## config.mk

```make
export PLATFORM = sky130hd
export DESIGN_NAME = program_counter
export DESIGN_NICKNAME = d
export VERILOG_FILES = /design/src/rtl/cpu_pkg.sv /design/src/rtl/en_reg.sv /design/src/rtl/program_counter.sv
export SDC_FILE = /design/constraint.sdc
export NUM_CORES = 1
export LEC_CHECK = 0
export ABC_CLOCK_PERIOD_IN_PS = 1040
export BUFFER_PORTS_ARGS = -buffer_cell sky130_fd_sc_hd__buf_2
export CAP_MARGIN = 25
export CORE_ASPECT_RATIO = 1.2
export CORE_UTILIZATION = 35
export DETAILED_ROUTE_END_ITERATION = 10
export PLACE_DENSITY = 0.69
export SLEW_MARGIN = 40
export SYNTH_ARGS = -nofsm -noshare
export SYNTH_HDL_FRONTEND = slang
export SYNTH_HIERARCHICAL = 1
export SYNTH_SLANG_ARGS = --single-unit
```

## constraint.sdc

```tcl
create_clock -name clk -period 1.04 [get_ports clk]
set_input_delay 0.052 -clock clk [delete_from_list [all_inputs] [get_ports clk]]
set_output_delay 0.052 -clock clk [all_outputs]
set_load 0.05 [all_outputs]
```

## src/rtl/cpu_pkg.sv

```systemverilog
// Shared datapath definitions: address width, reset vector and address type.
package cpu_pkg;

    localparam int ADDR_WIDTH = 16;
    localparam logic [ADDR_WIDTH-1:0] PC_RESET_VECTOR = 16'h0000;

    typedef logic [ADDR_WIDTH-1:0] addr_t;

endpackage : cpu_pkg

```

## src/rtl/en_reg.sv

```systemverilog
// Generic WIDTH-bit register with load enable and async active-low reset.
// The register file uses this same cell.
module en_reg #(
    parameter int              WIDTH       = 16,
    parameter logic [WIDTH-1:0] RESET_VALUE = '0
) (
    input  logic             clk,
    input  logic             rst_n,
    input  logic             en,
    input  logic [WIDTH-1:0] d,
    output logic [WIDTH-1:0] q
);

    // Reset forces RESET_VALUE at once; otherwise capture d when enabled, else hold.
    always_ff @(posedge clk or negedge rst_n) begin
        if (!rst_n) begin
            q <= RESET_VALUE;
        end else if (en) begin
            q <= d;
        end
    end

endmodule : en_reg

```

## src/rtl/program_counter.sv

```systemverilog
// Program-counter register. Next-PC selection and incrementing happen
// upstream; this block only captures the chosen address on store.
module program_counter
    import cpu_pkg::*;
#(
    parameter int               WIDTH       = ADDR_WIDTH,
    parameter logic [WIDTH-1:0] RESET_VALUE = PC_RESET_VECTOR
) (
    input  logic             clk,
    input  logic             rst,
    input  logic [WIDTH-1:0] in,
    input  logic             store,
    output logic [WIDTH-1:0] out
);

    // Single enable register; out is driven straight from its flops.
    en_reg #(
        .WIDTH       (WIDTH),
        .RESET_VALUE (RESET_VALUE)
    ) u_pc_reg (
        .clk   (clk),
        .rst_n (rst),
        .en    (store),
        .d     (in),
        .q     (out)
    );

endmodule : program_counter

```

==> impl_metrics.tcl <==
set metrics [dict create \
    power_mw 1.623 \
    power.switching_uw 534.1 \
    worst_setup_path_start_kind "flip-flop" \
    remaining_routing_drc_violations 0 \
    initial_antenna_violation_count 0 \
    cts.clk_slew.worst_paths_ns 0.09 \
    dr.first_iter.drc_count 1 \
    path_buf_inv 1 \
    num_io_pins 35 \
    synth.yosys.warnings 6 \
    rows 16 \
    global_route.overflow_total 0 \
    synthDistinctLibCells 5 \
    biggestRegsByFlops "u_pc_reg/q x16" \
    worstPathRequired_ns 0.99 \
    fraction_of_layout_cells_with_a_size_suffix_above_1 0.6250 \
    cpLargestDelayFamily "flip-flops" \
    routed_wl_um 1391 \
    die_area_um2 2032 \
    hold_class "in -> async" \
    status "finished, final reports clean" \
    critPathMaxFanout 2 \
    finalMaxSlewViolations 0 \
    r2r-start "u_pc_reg/q[5]" \
    clock.fmax_mhz 1031 \
    power_density_nw_per_um2 1565 \
    postRouteAntennaNets 0 \
    height_of_the_chip_um 49.19 \
    clock-skew-final_ns 0 \
    clock_latency_ns 0.28 \
    crit_end "out[4]" \
    crit_type "reg -> out" \
    share_clk_of_total_power 0.249 \
    max-clock-path-buffers 2 \
    largest_reg_flops 16 \
    width_of_the_chip_um 41.32 \
    synth_area_per_cell_um2 19.10 \
    r2r_cells 1 \
    cts-root-buf "clkbuf_4" \
    cell_area_after_synthesis_um2 649.4 \
    synth_largest_area_cell "dfrtp_1" \
    synth_fp_nets 53 \
    vias_in_the_first_global_route 492 \
    antenna-diode-count 0 \
    synthCells 34 \
    cap_violations 0 \
    area_share_of_the_largest_cell_type_after_synthesis 0.6166 \
    rsz0062_at_grt "false" \
    avgRoutedWirePerCell_um 13.12 \
    pin_count_of_the_biggest_net_entering_global_routing 17 \
    power.switching_fraction 0.3290 \
    grt_usage 0.1483 \
    synth_seq_cells 16 \
    cts.htree.levels 1 \
    io_buffers 34 \
    worst_setup_path_end_kind "output port" \
    area_growth_syn_to_layout_pct 59.73 \
    firstDrtPassIters 2 \
    worst_pin_slew_ns 0.3546 \
    p_int_mw 1.089 \
    r2r_end "u_pc_reg/q[5]" \
    cp.depth 1 \
    yosys-top-cells-area "dfrtp_1 62%, mux2_4 23%, mux2_2 10%, buf_12 3.1%, buf_6 1.7%" \
    total_leakage_power_nw 0.5284 \
    yosysSeqAreaShare 0.6166 \
    timing.critical_path.arrival_ns 0.92 \
    max_flop_register "u_pc_reg/q" \
    setup_viols_final 0 \
    cts_sinks 16 \
    startpoint "u_pc_reg/q[4]" \
    cts_tree "yes" \
    design.core.area_um2 1682 \
    peakVddDrop_mv 0.8355 \
    period_needed_ns 0.9698 \
    critical_path.slowest_cell "dfrtp_1" \
    r2r_setup_slack_ns 0.27 \
    crit_path_max_incr_delay_ns 0.37 \
    pwr-share-seq 0.441 \
    cts_buffer_count 3 \
    crit_chain "buf_2" \
    setup_total_negative_slack_ns 0 \
    final_min_period_over_clock_period 0.9325 \
    initial_core_util 0.3862 \
    gp_routability_congestion 0.6222 \
    p_comb_frac 0.311 \
    detail_route.vias_per_cell 4.632 \
    maxSlewHeadroom 0.7636 \
    hpwl_um 863.8 \
    timing_hold_violations_final 0 \
    wire_length_of_the_first_global_routing_pass_um 2076 \
    total_number_of_vias 491 \
    postCtsResizedCells 0 \
    design.final.nets 108 \
]
==> power by group through the flow <==
| stage | Combinational, mW | Sequential [mW] | Clock [mW] |
|---|---|---|---|
| 3_3_place_gp | 0.453 | 0.725 | 0 |
| 4_1_cts | 0.503 | 0.716 | 0.423 |
| 6_report | 0.504 | 0.715 | 0.403 |
| 2_1_floorplan | 0.112 | 0.950 | 0 |
| 5_1_grt | 0.531 | 0.724 | 0.448 |
| 3_5_place_dp | 0.455 | 0.727 | 0 |
==> cell usage in the layout (no fill, tap or decap) <==
cell           instances
dlygate4sd3_1         17
dfrtp_1               16
mux2_4                10
clkbuf_4               3
mux2_2                 6
buf_2                 34
clkbuf_8               1
buf_12                 1
==> Yosys cell counts, drive strengths merged <==
| cell | instances |
|---|---|
| buf | 2 |
| dfrtp | 16 |
| mux2 | 16 |
==> area by class of cell <==
cell class / count / area, µm²
well taps: 18 / 22.52
multi-input cells: 16 / 217.7
clock buffers: 4 / 36.28
repair buffers: 52 / 360.3
flip-flops and latches: 16 / 400.4
fillers: 145 / 644.4
==> repair_timing <==
action                                 CTS  global route
endpoints found under the hold margin   31             1
hold buffers                            16             1
buffers inserted                         0             0
==> stage by stage <==
step                setup WS [ns]  instances    util  cell area (µm²)  hold WS (ns)
detailed placement         0.2480         85  0.4940            830.8      -0.01601
finish                    0.07020        106  0.6168             1037        0.2107
global placement           0.2663         85  0.4940            830.8      -0.02336
global route              0.01227        106  0.6168             1037        0.2100
floorplan                 0.04573         34       -            649.4       -0.2436
CTS                       0.05864        105  0.6109             1027      0.006884
==> worst min-delay path by stage <==
stage / startpoint / to / slack, ns
floorplan: rst / u_pc_reg/q[0] / -0.24
global placement: rst / u_pc_reg/q[11] / -0.02
detailed placement: rst / u_pc_reg/q[11] / -0.02
CTS: in[5] / u_pc_reg/q[5] / 0.007
global route: store / u_pc_reg/q[15] / 0.21
finish: rst / u_pc_reg/q[0] / 0.21
==> cells by family after synthesis <==
family,synth area share
buffers and inverters,0.04817
DFF,0.6166
muxes,0.3352
==> metal layers <==
layer / global-route usage / vias up / wire [µm]
li1: - / 226 / -
met2: 0.2474 / 27 / 697
met5: 0 / - / 0
met1: 0.1696 / 238 / 582
met4: 0.03226 / 0 / 0
met3: 0.05936 / 0 / 111
(Power assumes the default switching activity.)
